### config.mk
export PLATFORM = sky130hd
export DESIGN_NAME = mantissa_align_sequencer
export DESIGN_NICKNAME = d
export VERILOG_FILES = /design/src/rtl/mantissa_align_sequencer_pkg.sv /design/src/rtl/mantissa_align_sequencer_exp_compare_diff.sv /design/src/rtl/mantissa_align_sequencer.sv
export SDC_FILE = /design/constraint.sdc
export NUM_CORES = 1
export LEC_CHECK = 0
export BUFFER_PORTS_ARGS = -buffer_cell sky130_fd_sc_hd__buf_2
export CORE_UTILIZATION = 50
export DETAILED_ROUTE_END_ITERATION = 16
export PLACE_DENSITY = 0.76
export SLEW_MARGIN = 20
export SYNTH_ARGS = -nofsm -noshare
export SYNTH_HDL_FRONTEND = slang
export SYNTH_SLANG_ARGS = --single-unit
### constraint.sdc
create_clock -name clk -period 2.3 [get_ports clk]
set_clock_uncertainty 0.05 [all_clocks]
set_input_delay 0.115 -clock clk [delete_from_list [all_inputs] [get_ports clk]]
set_output_delay 0.115 -clock clk [all_outputs]
set_load 0.03 [all_outputs]
### src/rtl/mantissa_align_sequencer_pkg.sv
// Shared constants for the mantissa alignment sequencer: FSM encoding and
// default operand widths.
package mantissa_align_sequencer_pkg;

  localparam int DEF_W  = 24;
  localparam int DEF_EW = 8;

  localparam logic [1:0] ST_IDLE  = 2'd0;
  localparam logic [1:0] ST_LOAD  = 2'd1;
  localparam logic [1:0] ST_SHIFT = 2'd2;
  localparam logic [1:0] ST_DONE  = 2'd3;

endpackage

### src/rtl/mantissa_align_sequencer_exp_compare_diff.sv
// Combinational exponent comparator: picks the larger exponent and produces
// the absolute difference one bit wider than the exponents so it never wraps.
module exp_compare_diff #(
  parameter int EW = 8
) (
  input  logic [EW-1:0] exp_a,
  input  logic [EW-1:0] exp_b,
  output logic          swap,
  output logic [EW-1:0] exp_max,
  output logic [EW:0]   diff
);

  logic [EW:0] a_ext;
  logic [EW:0] b_ext;

  assign a_ext = {1'b0, exp_a};
  assign b_ext = {1'b0, exp_b};

  // Ties favour operand a, so swap only asserts on a strict b > a.
  assign swap    = (b_ext > a_ext);
  assign exp_max = swap ? exp_b : exp_a;
  assign diff    = swap ? (b_ext - a_ext) : (a_ext - b_ext);

endmodule

### src/rtl/mantissa_align_sequencer.sv
// Multi-cycle mantissa aligner: captures an operand pair, selects the larger
// exponent and right-shifts the other mantissa one bit per cycle with sticky.
module mantissa_align_sequencer
  import mantissa_align_sequencer_pkg::*;
#(
  parameter int W  = DEF_W,
  parameter int EW = DEF_EW
) (
  input  logic          clk,
  input  logic          rst,
  input  logic          start,
  output logic          ready,
  input  logic [EW-1:0] exp_a,
  input  logic [EW-1:0] exp_b,
  input  logic [W-1:0]  man_a,
  input  logic [W-1:0]  man_b,
  output logic          done,
  output logic          swap,
  output logic [EW-1:0] exp_out,
  output logic [W-1:0]  man_big,
  output logic [W-1:0]  man_small,
  output logic          sticky
);

  localparam int CW = $clog2(W + 1);

  logic [1:0]    state_q, state_d;
  logic [EW-1:0] cap_exp_a_q, cap_exp_a_d;
  logic [EW-1:0] cap_exp_b_q, cap_exp_b_d;
  logic [W-1:0]  cap_man_a_q, cap_man_a_d;
  logic [W-1:0]  cap_man_b_q, cap_man_b_d;
  logic          done_q, done_d;
  logic          swap_q, swap_d;
  logic [EW-1:0] exp_out_q, exp_out_d;
  logic [W-1:0]  man_big_q, man_big_d;
  logic [W-1:0]  man_small_q, man_small_d;
  logic          sticky_q, sticky_d;
  logic [CW-1:0] n_q, n_d;

  logic          cmp_swap;
  logic [EW-1:0] cmp_max;
  logic [EW:0]   cmp_diff;
  logic [CW-1:0] n_load;

  exp_compare_diff #(
    .EW(EW)
  ) u_cmp (
    .exp_a  (cap_exp_a_q),
    .exp_b  (cap_exp_b_q),
    .swap   (cmp_swap),
    .exp_max(cmp_max),
    .diff   (cmp_diff)
  );

  // Shifting by W or more already flushes everything into sticky.
  always_comb begin
    if (32'(cmp_diff) >= 32'(W)) begin
      n_load = CW'(W);
    end else begin
      n_load = CW'(cmp_diff);
    end
  end

  always_comb begin
    state_d     = state_q;
    cap_exp_a_d = cap_exp_a_q;
    cap_exp_b_d = cap_exp_b_q;
    cap_man_a_d = cap_man_a_q;
    cap_man_b_d = cap_man_b_q;
    swap_d      = swap_q;
    exp_out_d   = exp_out_q;
    man_big_d   = man_big_q;
    man_small_d = man_small_q;
    sticky_d    = sticky_q;
    n_d         = n_q;
    // The done pulse trails the DONE state by one edge.
    done_d      = (state_q == ST_DONE);

    case (state_q)
      ST_IDLE: begin
        if (start) begin
          cap_exp_a_d = exp_a;
          cap_exp_b_d = exp_b;
          cap_man_a_d = man_a;
          cap_man_b_d = man_b;
          state_d     = ST_LOAD;
        end
      end
      ST_LOAD: begin
        swap_d      = cmp_swap;
        exp_out_d   = cmp_max;
        man_big_d   = cmp_swap ? cap_man_b_q : cap_man_a_q;
        man_small_d = cmp_swap ? cap_man_a_q : cap_man_b_q;
        sticky_d    = 1'b0;
        n_d         = n_load;
        state_d     = (n_load != '0) ? ST_SHIFT : ST_DONE;
      end
      ST_SHIFT: begin
        man_small_d = man_small_q >> 1;
        sticky_d    = sticky_q | man_small_q[0];
        n_d         = n_q - CW'(1);
        if (n_q == CW'(1)) begin
          state_d = ST_DONE;
        end
      end
      default: begin
        state_d = ST_IDLE;
      end
    endcase
  end

  always_ff @(posedge clk) begin
    if (!rst) begin
      state_q     <= ST_IDLE;
      cap_exp_a_q <= '0;
      cap_exp_b_q <= '0;
      cap_man_a_q <= '0;
      cap_man_b_q <= '0;
      done_q      <= 1'b0;
      swap_q      <= 1'b0;
      exp_out_q   <= '0;
      man_big_q   <= '0;
      man_small_q <= '0;
      sticky_q    <= 1'b0;
      n_q         <= '0;
    end else begin
      state_q     <= state_d;
      cap_exp_a_q <= cap_exp_a_d;
      cap_exp_b_q <= cap_exp_b_d;
      cap_man_a_q <= cap_man_a_d;
      cap_man_b_q <= cap_man_b_d;
      done_q      <= done_d;
      swap_q      <= swap_d;
      exp_out_q   <= exp_out_d;
      man_big_q   <= man_big_d;
      man_small_q <= man_small_d;
      sticky_q    <= sticky_d;
      n_q         <= n_d;
    end
  end

  assign ready     = (state_q == ST_IDLE);
  assign done      = done_q;
  assign swap      = swap_q;
  assign exp_out   = exp_out_q;
  assign man_big   = man_big_q;
  assign man_small = man_small_q;
  assign sticky    = sticky_q;

endmodule

Word level (Yosys, flattened, before mapping)

Cells that the tools add are included.

Output and inout bits: 60
Input port bits: 67
Register bits after elaboration: 130

Bitwise gates (word level): 1
$add $sub $neg: 3
Equal/unequal tests: 6
Magnitude comparators: 2
Reductions and logical operators: 5
Multiplexer cells: 12

Operators with widths:

| operator              | number |
|---|---|
| $mux W24              | 2 |
| $pmux W24 S2          | 1 |
| $sub A8 B8 Y9         | 2 |
| $pmux W5 S2           | 1 |
| $ge A9 B5 Y1 const B  | 1 |
| $mux W9               | 1 |
| $gt A8 B8 Y1          | 1 |
| $mux W8               | 1 |
| $pmux W2 S3           | 1 |
| $eq A5 B1 Y1 const B  | 1 |
| $mux W5               | 1 |
| $reduce_bool A5 Y1    | 1 |
| $sub A5 B1 Y5 const B | 1 |
| $eq A2 B2 Y1 const B  | 2 |
| $mux W2               | 2 |
| $ne A2 B2 Y1 const B  | 2 |
| $reduce_and A2 Y1     | 2 |
| $eq A2 B1 Y1 const B  | 1 |
| $logic_not A2 Y1      | 1 |
| $pmux W1 S2           | 1 |
| $reduce_bool A2 Y1    | 1 |
| $mux W1               | 1 |
| $or A1 B1 Y1          | 1 |

Logic depth before layout (Yosys ltp)

Gate-level depths: netlist (run 1).

Depth in word-level cells: 7
Mapped depth: 11
Mapped depth without buffers: 10

Cells and area by module

Synthesis (run 1) repeated with hierarchy kept, for this count alone.

Cells, all modules: 787
Area, all modules: 6785.3 µm²

Modules (own cells, without submodules):

| module                   | cells each | instances | area an instance (µm²) | seq. area each (µm²) |
|---|---|---|---|---|
| mantissa_align_sequencer | 641        | 1         | 5743.0                 | 2602.5 |
| exp_compare_diff         | 146        | 1         | 1042.2                 | 0.0 |

Worst setup path after synthesis (run 1)

Ideal clock, no wire load.

Kind: register to register
Start: register cap_exp_a_q[1]
End: register man_small_q[23] (netlist: man_small[23])
Data required time: 2.122 ns
Path buffers: 1
Setup time: 0.128 ns
Arrival: 2.224 ns
Slack: -0.101 ns
Cell stages (with the launch flop): 11
Cells stage by stage: dfxtp_1 > inv_1 > ha_1 > nor2b_4 > or2_4 > a211oi_4 > nor2_2 > buf_2 > mux2_2 > a21oi_1 > nor2_1

Word-level cells in the longest chain between the ends: 3

RTL lines:

| what                     | line                                            | source |
|---|---|---|
| start: declaration       | mantissa_align_sequencer.sv:28                  | `logic [EW-1:0] cap_exp_a_q, cap_exp_a_d;` |
| start signal: assignment | mantissa_align_sequencer.sv:128                 | `cap_exp_a_q <= cap_exp_a_d;` |
| $gt A8 B8 Y1             | mantissa_align_sequencer_exp_compare_diff.sv:20 | `assign swap = (b_ext > a_ext);` |
| $mux W24                 | mantissa_align_sequencer.sv:93                  | `man_small_d = cmp_swap ? cap_man_a_q : cap_man_b_q;` |
| $pmux W24 S2             | mantissa_align_sequencer.sv:79                  | `case (state_q)` |
| end signal: assignment   | mantissa_align_sequencer.sv:136                 | `man_small_q <= man_small_d;` |
| end: declaration         | mantissa_align_sequencer.sv:36                  | `logic [W-1:0] man_small_q, man_small_d;` |

No other way between the ends.
A chain may end at the register's enable or synchronous reset.

Worst setup path after layout (run 1)

Start: register cap_exp_a_q[0]
End: register n_q[4]

Word-level cells in the longest chain between the ends: 5
Elaborated cells on any way between the ends: 7
Classes of those cells: add/sub: 2; order compare: 2; mux: 3

RTL lines:

| what                                          | line                                                                                             | source |
|---|---|---|
| $sub A8 B8 Y9 or $gt A8 B8 Y1 (tied branches) | mantissa_align_sequencer_exp_compare_diff.sv:22, mantissa_align_sequencer_exp_compare_diff.sv:20 |  |
| $mux W9 (*)                                   | mantissa_align_sequencer_exp_compare_diff.sv:22                                                  | `assign diff = swap ? (b_ext - a_ext) : (a_ext - b_ext);` |
| $ge A9 B5 Y1                                  | mantissa_align_sequencer.sv:57                                                                   | `if (32'(cmp_diff) >= 32'(W)) begin` |
| $mux W5 (*)                                   | mantissa_align_sequencer.sv:57                                                                   |  |
| $pmux W5 S2 (*)                               | mantissa_align_sequencer.sv:79                                                                   |  |
| end signal: assignment                        | mantissa_align_sequencer.sv:138                                                                  | `n_q <= n_d;` |
| end: declaration                              | mantissa_align_sequencer.sv:38                                                                   | `logic [CW-1:0] n_q, n_d;` |

Mark *: on every way between the ends. The rest lies on a longest branch, timed or not.

==> implementation parameters, run 1 <==
Parameter                              Value

Status
  Run status    finished, violations left
  Violations in the final reports    setup timing

Global routing
  Antenna violations before repair    0
  Vias in the first global route    6599
  Total track usage    0.318
  Global-route wire length before repair    32400 um
  Pin count of the biggest net entering global routing    66
  Total congestion overflow after global routing    0

Synth
  Mapped Avg Cell Area    around 7.7 um^2
  Share of flip-flops with an asynchronous set or reset    0
  Yosys top cell by area    dfxtp_1
  Sequential element share of the synthesized area    0.409
  Flop and latch count out of synthesis    130
  Ys Warns    0
  Synth Cell Area    between 0.006 and 0.007 mm^2
  Cells taking the most area after synthesis    dfxtp_1, nand2_1, a21oi_1
  Number of flops mapped to enable cells by yosys    0
  Count of cell types in the netlist    between 50 and 60
  Synth top area share    0.409
  Nets in the synthesized netlist    919
  Top flip-flop cell by instance count after synthesis    dfxtp_1
  Syn Inst Count    828

Clock tree
  CTS max path bufs    2
  Count of clock tree sinks    130
  Clk slew on worst S/H paths    60 ps
  Clock latency reported for the late side of the worst-skew pair    between 400 and 500 ps
  H-tree depth reported by CTS    4
  TritonCTS Buffers    17
  CTS tree    done
  Root cell of the clock tree    clkbuf_16

Layout
  Signed area change from the synthesized netlist to the final layout    44.3%
  Diodes inserted    0
  Number of nets in the layout    roughly 1100
  Proportion of layout cells with a drive suffix above 1    0.280
  Core utilization of the finished layout    0.752
  Fillers    840
  Number of non-filler instances in the completed layout    1227

Power and ir drop
  Cell-internal power    7.73 mW
  Worst supply voltage drop on vdd    between 0.8 and 0.9 mV
  Switching fraction of total power    0.445
  Power per standard cell area    about 1500 mW/mm^2
  Net Switching    6.20 mW
  Gate power share    0.568
  Share of total power in sequential cells    0.239
  Leakage power summed over all cells    approximately 3.9 nW
  Part of the total power dissipated in the clock network    0.193

Floorplan
  Floorplan row count    40
  I/O pin count    127
  Die boundary height    115 um
  Placeable core region    0.0122 mm^2
  Die ar.    ~0.013 mm^2
  Die X-Extent    115 um
  Effective utilization at floorplan    0.521

Critical path
  Type of element launching the critical path    flip-flop
  Register-to-Register Path Depth    11
  Critical path start-end classification    flip-flop to flip-flop
  Crit path arrival time    2740 ps
  Required time reported for the critical path endpoint    ~2600 ps
  Maximum fanout along the worst path    4
  Critical Path End Type    flip-flop

Routing
  Number of design rule violations left after detail routing    0
  Pre-antenna DRT Iters    6
  Number of vias after detailed routing    6920
  Final ANT Viol Nets    0
  Total wirelength of the detailed-routed design    21100 um
  Number of vias per cell    5.64
  Initial detailed-routing violation count    497
  Routed length per instance    17.2 um

Place
  Instance count after placement with tap cells included    roughly 1100
  Pre-CTS setup slack    -178 ps
  DPL Wire Length    12300 um
  Final weighted congestion in routability-driven placement    0.962
  Port buffer count    126

Timing
  Share of the cycle needed by the critical path after routing    1.07
  RSZ-0062 raised after global routing    yes
  Worst hold slack    about 150 ps
  Final worst path period need    2470 ps
  Normalized max-slew margin    0.640
  Post-route setup slack    -169 ps
  Worst Max-Slew Pin Slew    539 ps
  Final slew viol count    0
  Max frequency    405 MHz
  Total count of hold-check failures in the final report    0
  Final Setup Violations    7

Worst hold path
  Hold path depth    4
  Hold crit path type    input pin to flip-flop

Job
  Max Cap Violations    0
[cell usage in the layout (no fill, tap or decap), types with 5 or more instances in the layout]
master           n
nand2_1        199
buf_2          126
dfxtp_1        122
nor2_1          89
a21oi_1         76
dlygate4sd3_1   65
buf_4           56
a311oi_1        30
nand3_1         29
o21ai_0         28
a31oi_1         25
mux2i_1         24
inv_1           22
clkbuf_16       18
ha_1            12
ha_4             8
buf_12           8
o21ai_1          7
a21oi_2          6
clkinv_2         5
dfxtp_2          5
[flip-flops by register name, summed over array words and instances, names as in the netlist]
signal and cells:
sticky 1, man_small 24, n_q 5, man_big 24, cap_exp_b_q 8, exp_out 8
done 1, cap_man_a_q 24, state_q 2, cap_exp_a_q 8, swap 1, cap_man_b_q 24
[critical path: stages (launching register included)]
cell and delay, ps:
dfxtp_4 370, inv_2 40, ha_4 150, fa_2 370, nand3b_1 220, a21boi_2 170
buf_4 140, a22o_1 170, a32oi_2 80, o2111ai_4 110, nand2_1 170, a311oi_1 320
[stage by stage]
stage | area, um^2 | power, mW | setup TNS (ps)
2_1_floorplan | 6380 | 7.75 | 0
4_1_cts | 8910 | 13.1 | -416
3_3_place_gp | 7510 | 9.93 | -599
3_5_place_dp | 7510 | 10.0 | -3060
6_report | 9190 | 13.9 | -645
5_1_grt | 9190 | 14.6 | -1390
[cell usage after synthesis, types with 3 or more instances]
cell	instances
nand2_1	202
a311oi_1	34
xor2_1	3
buf_1	11
inv_1	26
nor2b_1	4
buf_2	5
o21ai_0	34
a31oi_1	25
dfxtp_1	130
clkbuf_1	40
o21ai_2	3
a21oi_1	82
a21o_1	4
mux2i_1	25
nand3_1	30
xnor2_1	3
buf_4	6
nor2_1	89
nor3_1	3
ha_1	22
or3_1	3
[power groups by stage]
stage	logic [mW]	clock network, mW	registers (mW)
6_report	7.91	2.68	3.33
5_1_grt	8.41	2.81	3.39
4_1_cts	7.07	2.70	3.30
3_5_place_dp	6.68	0	3.32
3_3_place_gp	6.61	0	3.32
2_1_floorplan	3.86	0	3.89
[layer usage]
layer / routed length, um / up-vias / GRT usage
met4: 534 / 0 / 0.139
met1: 8470 / 3268 / 0.385
met5: 0 / - / 0
li1: - / 3270 / -
met2: 10500 / 325 / 0.541
met3: 1580 / 57 / 0.0743
[logic make-up after synthesis]
logic type	Yosys count	share of synthesized area
flip-flops	130	0.409
AND/OR/NAND/NOR	348	0.227
XOR/XNOR	6	0.00826
buffers and inverters	90	0.0588
adder cells (fa/ha/maj)	24	0.0495
multiplexers	27	0.0434
AO/OA/AOI/OAI	203	0.204
[path summary, 6_finish.rpt]
check / from / to / slack, ps
max reg2reg: cap_exp_a_q[0]$_SDFFE_PN0P_ / n_q[4]$_SDFFE_PN0P_ / -170
min reg2reg: cap_man_b_q[22]$_SDFFE_PN0P_ / cap_man_b_q[22]$_SDFFE_PN0P_ / 420
max: cap_exp_a_q[0]$_SDFFE_PN0P_ / n_q[4]$_SDFFE_PN0P_ / -170
min: start / cap_man_b_q[0]$_SDFFE_PN0P_ / 150
[what timing repair did]
action / 4_1_cts / 5_1_grt
endpoints found under the hold margin: 69 / 0
setup buffers: 5 / 2
resized for setup: 28 / 52
setup endpoints to repair: 61 / 63
hold buffers: 65 / 0
gates cloned: 0 / 1
pin swaps: 14 / 16
[area by class of cell]
cell class / instances / area (um^2) / area share
Inverter: 27 / 103 / 0.0112
Multi-Input combinational cell: 608 / 3700 / 0.403
Timing Repair Buffer: 262 / 1960 / 0.214
Clock buffer: 23 / 488 / 0.0531
Clock inverter: 9 / 104 / 0.0113
Tap cell: 168 / 210 / 0.0229
Sequential cell: 130 / 2620 / 0.285
(Power assumes the default switching activity.)
==> inputs of run 2 (changes only) <==
CAP_MARGIN = 10   (was unset)
clock period = 2.2 ns   (was 2.3 ns; I/O delays follow)
==> run 2 against run 1 <==
Compared with the run above: the flow still finishes with violations (setup timing); via count rose by 1.2%; die area is the same; highest routed layer unchanged; global-route usage shrank 0.16 points; hold slack gained 2.0 ps; combinational power increased by 9.4%; cell area rose by 2.0%; critical path depth unchanged; critical endpoint unchanged.
==> implementation parameters, run 2 (same netlist as run 1, synthesis figures left out) <==
Parameter                              Value

Worst hold path
  Hold crit path type    input pin to flip-flop (unchanged)
  Hold path depth    4 (unchanged)
  Hold Startpoint    start (unchanged)
  Worst Hold End    cap_exp_a_q[3]$_SDFFE_PN0P_ (was cap_man_b_q[0]$_SDFFE_PN0P_)

Routing
  Total wirelength of the detailed-routed design    21700 um (was 21100 um)
  Number of vias per cell    5.65 (was 5.64)
  Routed length per instance    17.5 um (was 17.2 um)
  Initial detailed-routing violation count    619 (was 497)
  Number of design rule violations left after detail routing    0 (unchanged)
  Pre-antenna DRT Iters    5 (was 6)
  Final ANT Viol Nets    0 (unchanged)
  Number of vias after detailed routing    7005 (was 6920)

Timing
  Final Setup Violations    59 (was 7)
  Share of the cycle needed by the critical path after routing    1.17 (was 1.07)
  Final slew viol count    0 (unchanged)
  Worst hold slack    153 ps (was 151 ps)
  RSZ-0062 raised after global routing    yes (unchanged)
  Normalized max-slew margin    0.735 (was 0.640)
  Final total negative setup slack    -7450 ps (was -645 ps)
  Worst Max-Slew Pin Slew    397 ps (was 539 ps)
  Post-route setup slack    -364 ps (was -169 ps)
  Total count of hold-check failures in the final report    0 (unchanged)
  Final worst path period need    2560 ps (was 2470 ps)
  Max frequency    390 MHz (was 405 MHz)

Critical path
  Critical R2R Launch    cap_exp_a_q[1]$_SDFFE_PN0P_ (was cap_exp_a_q[0]$_SDFFE_PN0P_)
  Crit path buf inv count    3 (was 2)
  Register-to-register path setup slack    -360 ps (was -170 ps)
  Largest stage delay, worst path    380 ps (was 370 ps)
  Reg2Reg Capture Point    n_q[4]$_SDFFE_PN0P_ (unchanged)
  Crit path arrival time    2830 ps (was 2740 ps)
  Logic depth of the worst setup path including buffers    11 (unchanged)
  Library cell contributing the largest single delay on the critical path    dfxtp_4 (unchanged)
  Register-to-Register Path Depth    11 (unchanged)
  CP most frequent cell    buf_4
  Critical Path End Type    flip-flop (unchanged)
  Maximum fanout along the worst path    7 (was 4)
  Family with the most delay on the worst path    compound AO/OA/AOI/OAI gates (unchanged)
  Critical path start-end classification    flip-flop to flip-flop (unchanged)
  List of cells traversed by the critical path    inv_4, ha_4, nor2b_4, or2_4, a211oi_4, buf_4, nor2_4, buf_4, o21ai_2, xor2_2, a311oi_1 (was inv_2, ha_4, fa_2, nand3b_1, a21boi_2, buf_4, a22o_1, a32oi_2, o2111ai_4, nand2_1, a311oi_1)
  Required time reported for the critical path endpoint    2470 ps (was 2570 ps)
  Type of element launching the critical path    flip-flop (unchanged)

Layout
  Proportion of layout cells with a drive suffix above 1    0.289 (was 0.280)
  Footprint of the multi-input gates    0.00370 mm^2 (about the same)
  Signed area change from the synthesized netlist to the final layout    47.3% (was 44.3%)
  Diodes inserted    0 (unchanged)
  Fillers    837 (was 840)
  Number of nets in the layout    1149 (was 1137)
  Top library cells by usage in the layout, fill and taps aside    nand2_1, buf_2, dfxtp_1 (unchanged)
  Area used by sequential logic in the layout    0.00262 mm^2 (about the same)
  Most frequent standard cell in the layout excluding fill and tap cells    nand2_1 (unchanged)

Power and ir drop
  Switching fraction of total power    0.447 (was 0.445)
  Power per standard cell area    1610 mW/mm^2 (was 1520 mW/mm^2)
  Net Switching    6.74 mW (was 6.20 mW)
  Worst supply voltage drop on vdd    0.982 mV (was 0.814 mV)
  Cell-internal power    8.34 mW (was 7.73 mW)
  Leakage power summed over all cells    3.94 nW (was 3.85 nW)
  Gate power share    0.573 (was 0.568)
  Share of total power in sequential cells    0.231 (was 0.239)
  Part of the total power dissipated in the clock network    0.196 (was 0.193)

Clock tree
  Clock latency reported for the late side of the worst-skew pair    430 ps (about the same)
  CTS tree    done (unchanged)
  H-tree depth reported by CTS    4 (unchanged)
  TritonCTS Buffers    17 (unchanged)
  Clk slew on worst S/H paths    60 ps (about the same)
  Root cell of the clock tree    clkbuf_16 (unchanged)
  CTS max path bufs    2 (unchanged)
  Count of clock tree sinks    130 (unchanged)

Floorplan
  Placeable core region    0.0122 mm^2 (unchanged)
  Die X-Extent    115 um (unchanged)
  Floorplan row count    40 (unchanged)
  Die ar.    0.0132 mm^2 (unchanged)
  Die boundary height    115 um (unchanged)
  Effective utilization at floorplan    0.521 (unchanged)
  I/O pin count    127 (unchanged)

Global routing
  Vias in the first global route    6611 (was 6599)
  Antenna violations before repair    0 (unchanged)
  Pin count of the biggest net entering global routing    87 (was 66)
  Global-route wire length before repair    32300 um (was 32400 um)
  Total congestion overflow after global routing    0 (unchanged)
  Total track usage    0.316 (was 0.318)

Status
  Run status    finished, violations left (unchanged)
  Violations in the final reports    setup timing (unchanged)

Place
  Final weighted congestion in routability-driven placement    0.893 (was 0.962)
  DPL Wire Length    12300 um (about the same)
  Port buffer count    126 (unchanged)

Job
  Max Cap Violations    0 (unchanged)
run 2: changes by cell type in the layout (fill, tap and decap cells not counted), moves of 4 or more:
cell     before  now
ha_4          8    4
buf_4        56   60
inv_2         4    0
nand3_1      29   25
buf_6         4    8
run 2: how the worst max path moves through the flow:
stage                                     start                          to  slack (ps)
global route        cap_exp_a_q[1]$_SDFFE_PN0P_         n_q[4]$_SDFFE_PN0P_        -420
CTS                 cap_exp_a_q[0]$_SDFFE_PN0P_         n_q[0]$_SDFFE_PN0P_        -180
detailed placement  cap_exp_a_q[0]$_SDFFE_PN0P_         n_q[0]$_SDFFE_PN0P_        -200
finish              cap_exp_a_q[1]$_SDFFE_PN0P_         n_q[4]$_SDFFE_PN0P_        -360
global placement    cap_exp_a_q[4]$_SDFFE_PN0P_  man_small[16]$_SDFFE_PN0P_        -130
floorplan           cap_exp_a_q[5]$_SDFFE_PN0P_  man_small[23]$_SDFFE_PN0P_          -2
run 2: repair_timing:
action,4_1_cts,5_1_grt
cloned,0,3
buffers inserted,5,8
hold buffers,65,0
pin swaps,14,24
resized for setup,30,40
setup endpoints to repair,58,63
endpoints found under the hold margin,70,0
run 2: worst min-delay path, cell delays in order:
cell and delay, ps:
buf_2 100, nand2_2 190, nand2_1 130, a21oi_1 50
run 2: power groups by stage:
stage,combinational (mW),sequential (mW),clock [mW]
floorplan,4.14,4.08,0
global placement,6.96,3.48,0
detailed placement,7.04,3.48,0
CTS,7.62,3.45,2.94
global route,9.15,3.55,3.06
finish,8.65,3.48,2.95
run 2: final cells by class:
type | instances | area share
timing repair buffer | 274 | 0.227
multi-input combinational | 608 | 0.394
inverter | 27 | 0.0112
tap | 168 | 0.0224
clock buffer | 18 | 0.0469
clock inverter | 14 | 0.0188
sequential | 130 | 0.279
run 2: metrics by stage:
step / instances / power, mW / setup slack, ps / cell area [um^2] / utilization
finish: 1239 / 15.1 / -364 / 9370 / 0.768
global route: 1239 / 15.8 / -415 / 9370 / 0.768
CTS: 1228 / 14.0 / -175 / 9070 / 0.743
detailed placement: 1126 / 10.5 / -198 / 7610 / 0.623
global placement: 1126 / 10.4 / -131 / 7610 / 0.623
floorplan: 828 / 8.22 / -1.84 / 6460 / -
run 2: layer usage:
| layer | global-route usage | routed length, um | vias up |
|---|---|---|---|
| met5 | 0 | 0 | - |
| met4 | 0.148 | 623 | 0 |
| met3 | 0.0696 | 1620 | 59 |
| met2 | 0.520 | 10700 | 331 |
| met1 | 0.397 | 8750 | 3311 |
| li1 | - | - | 3304 |
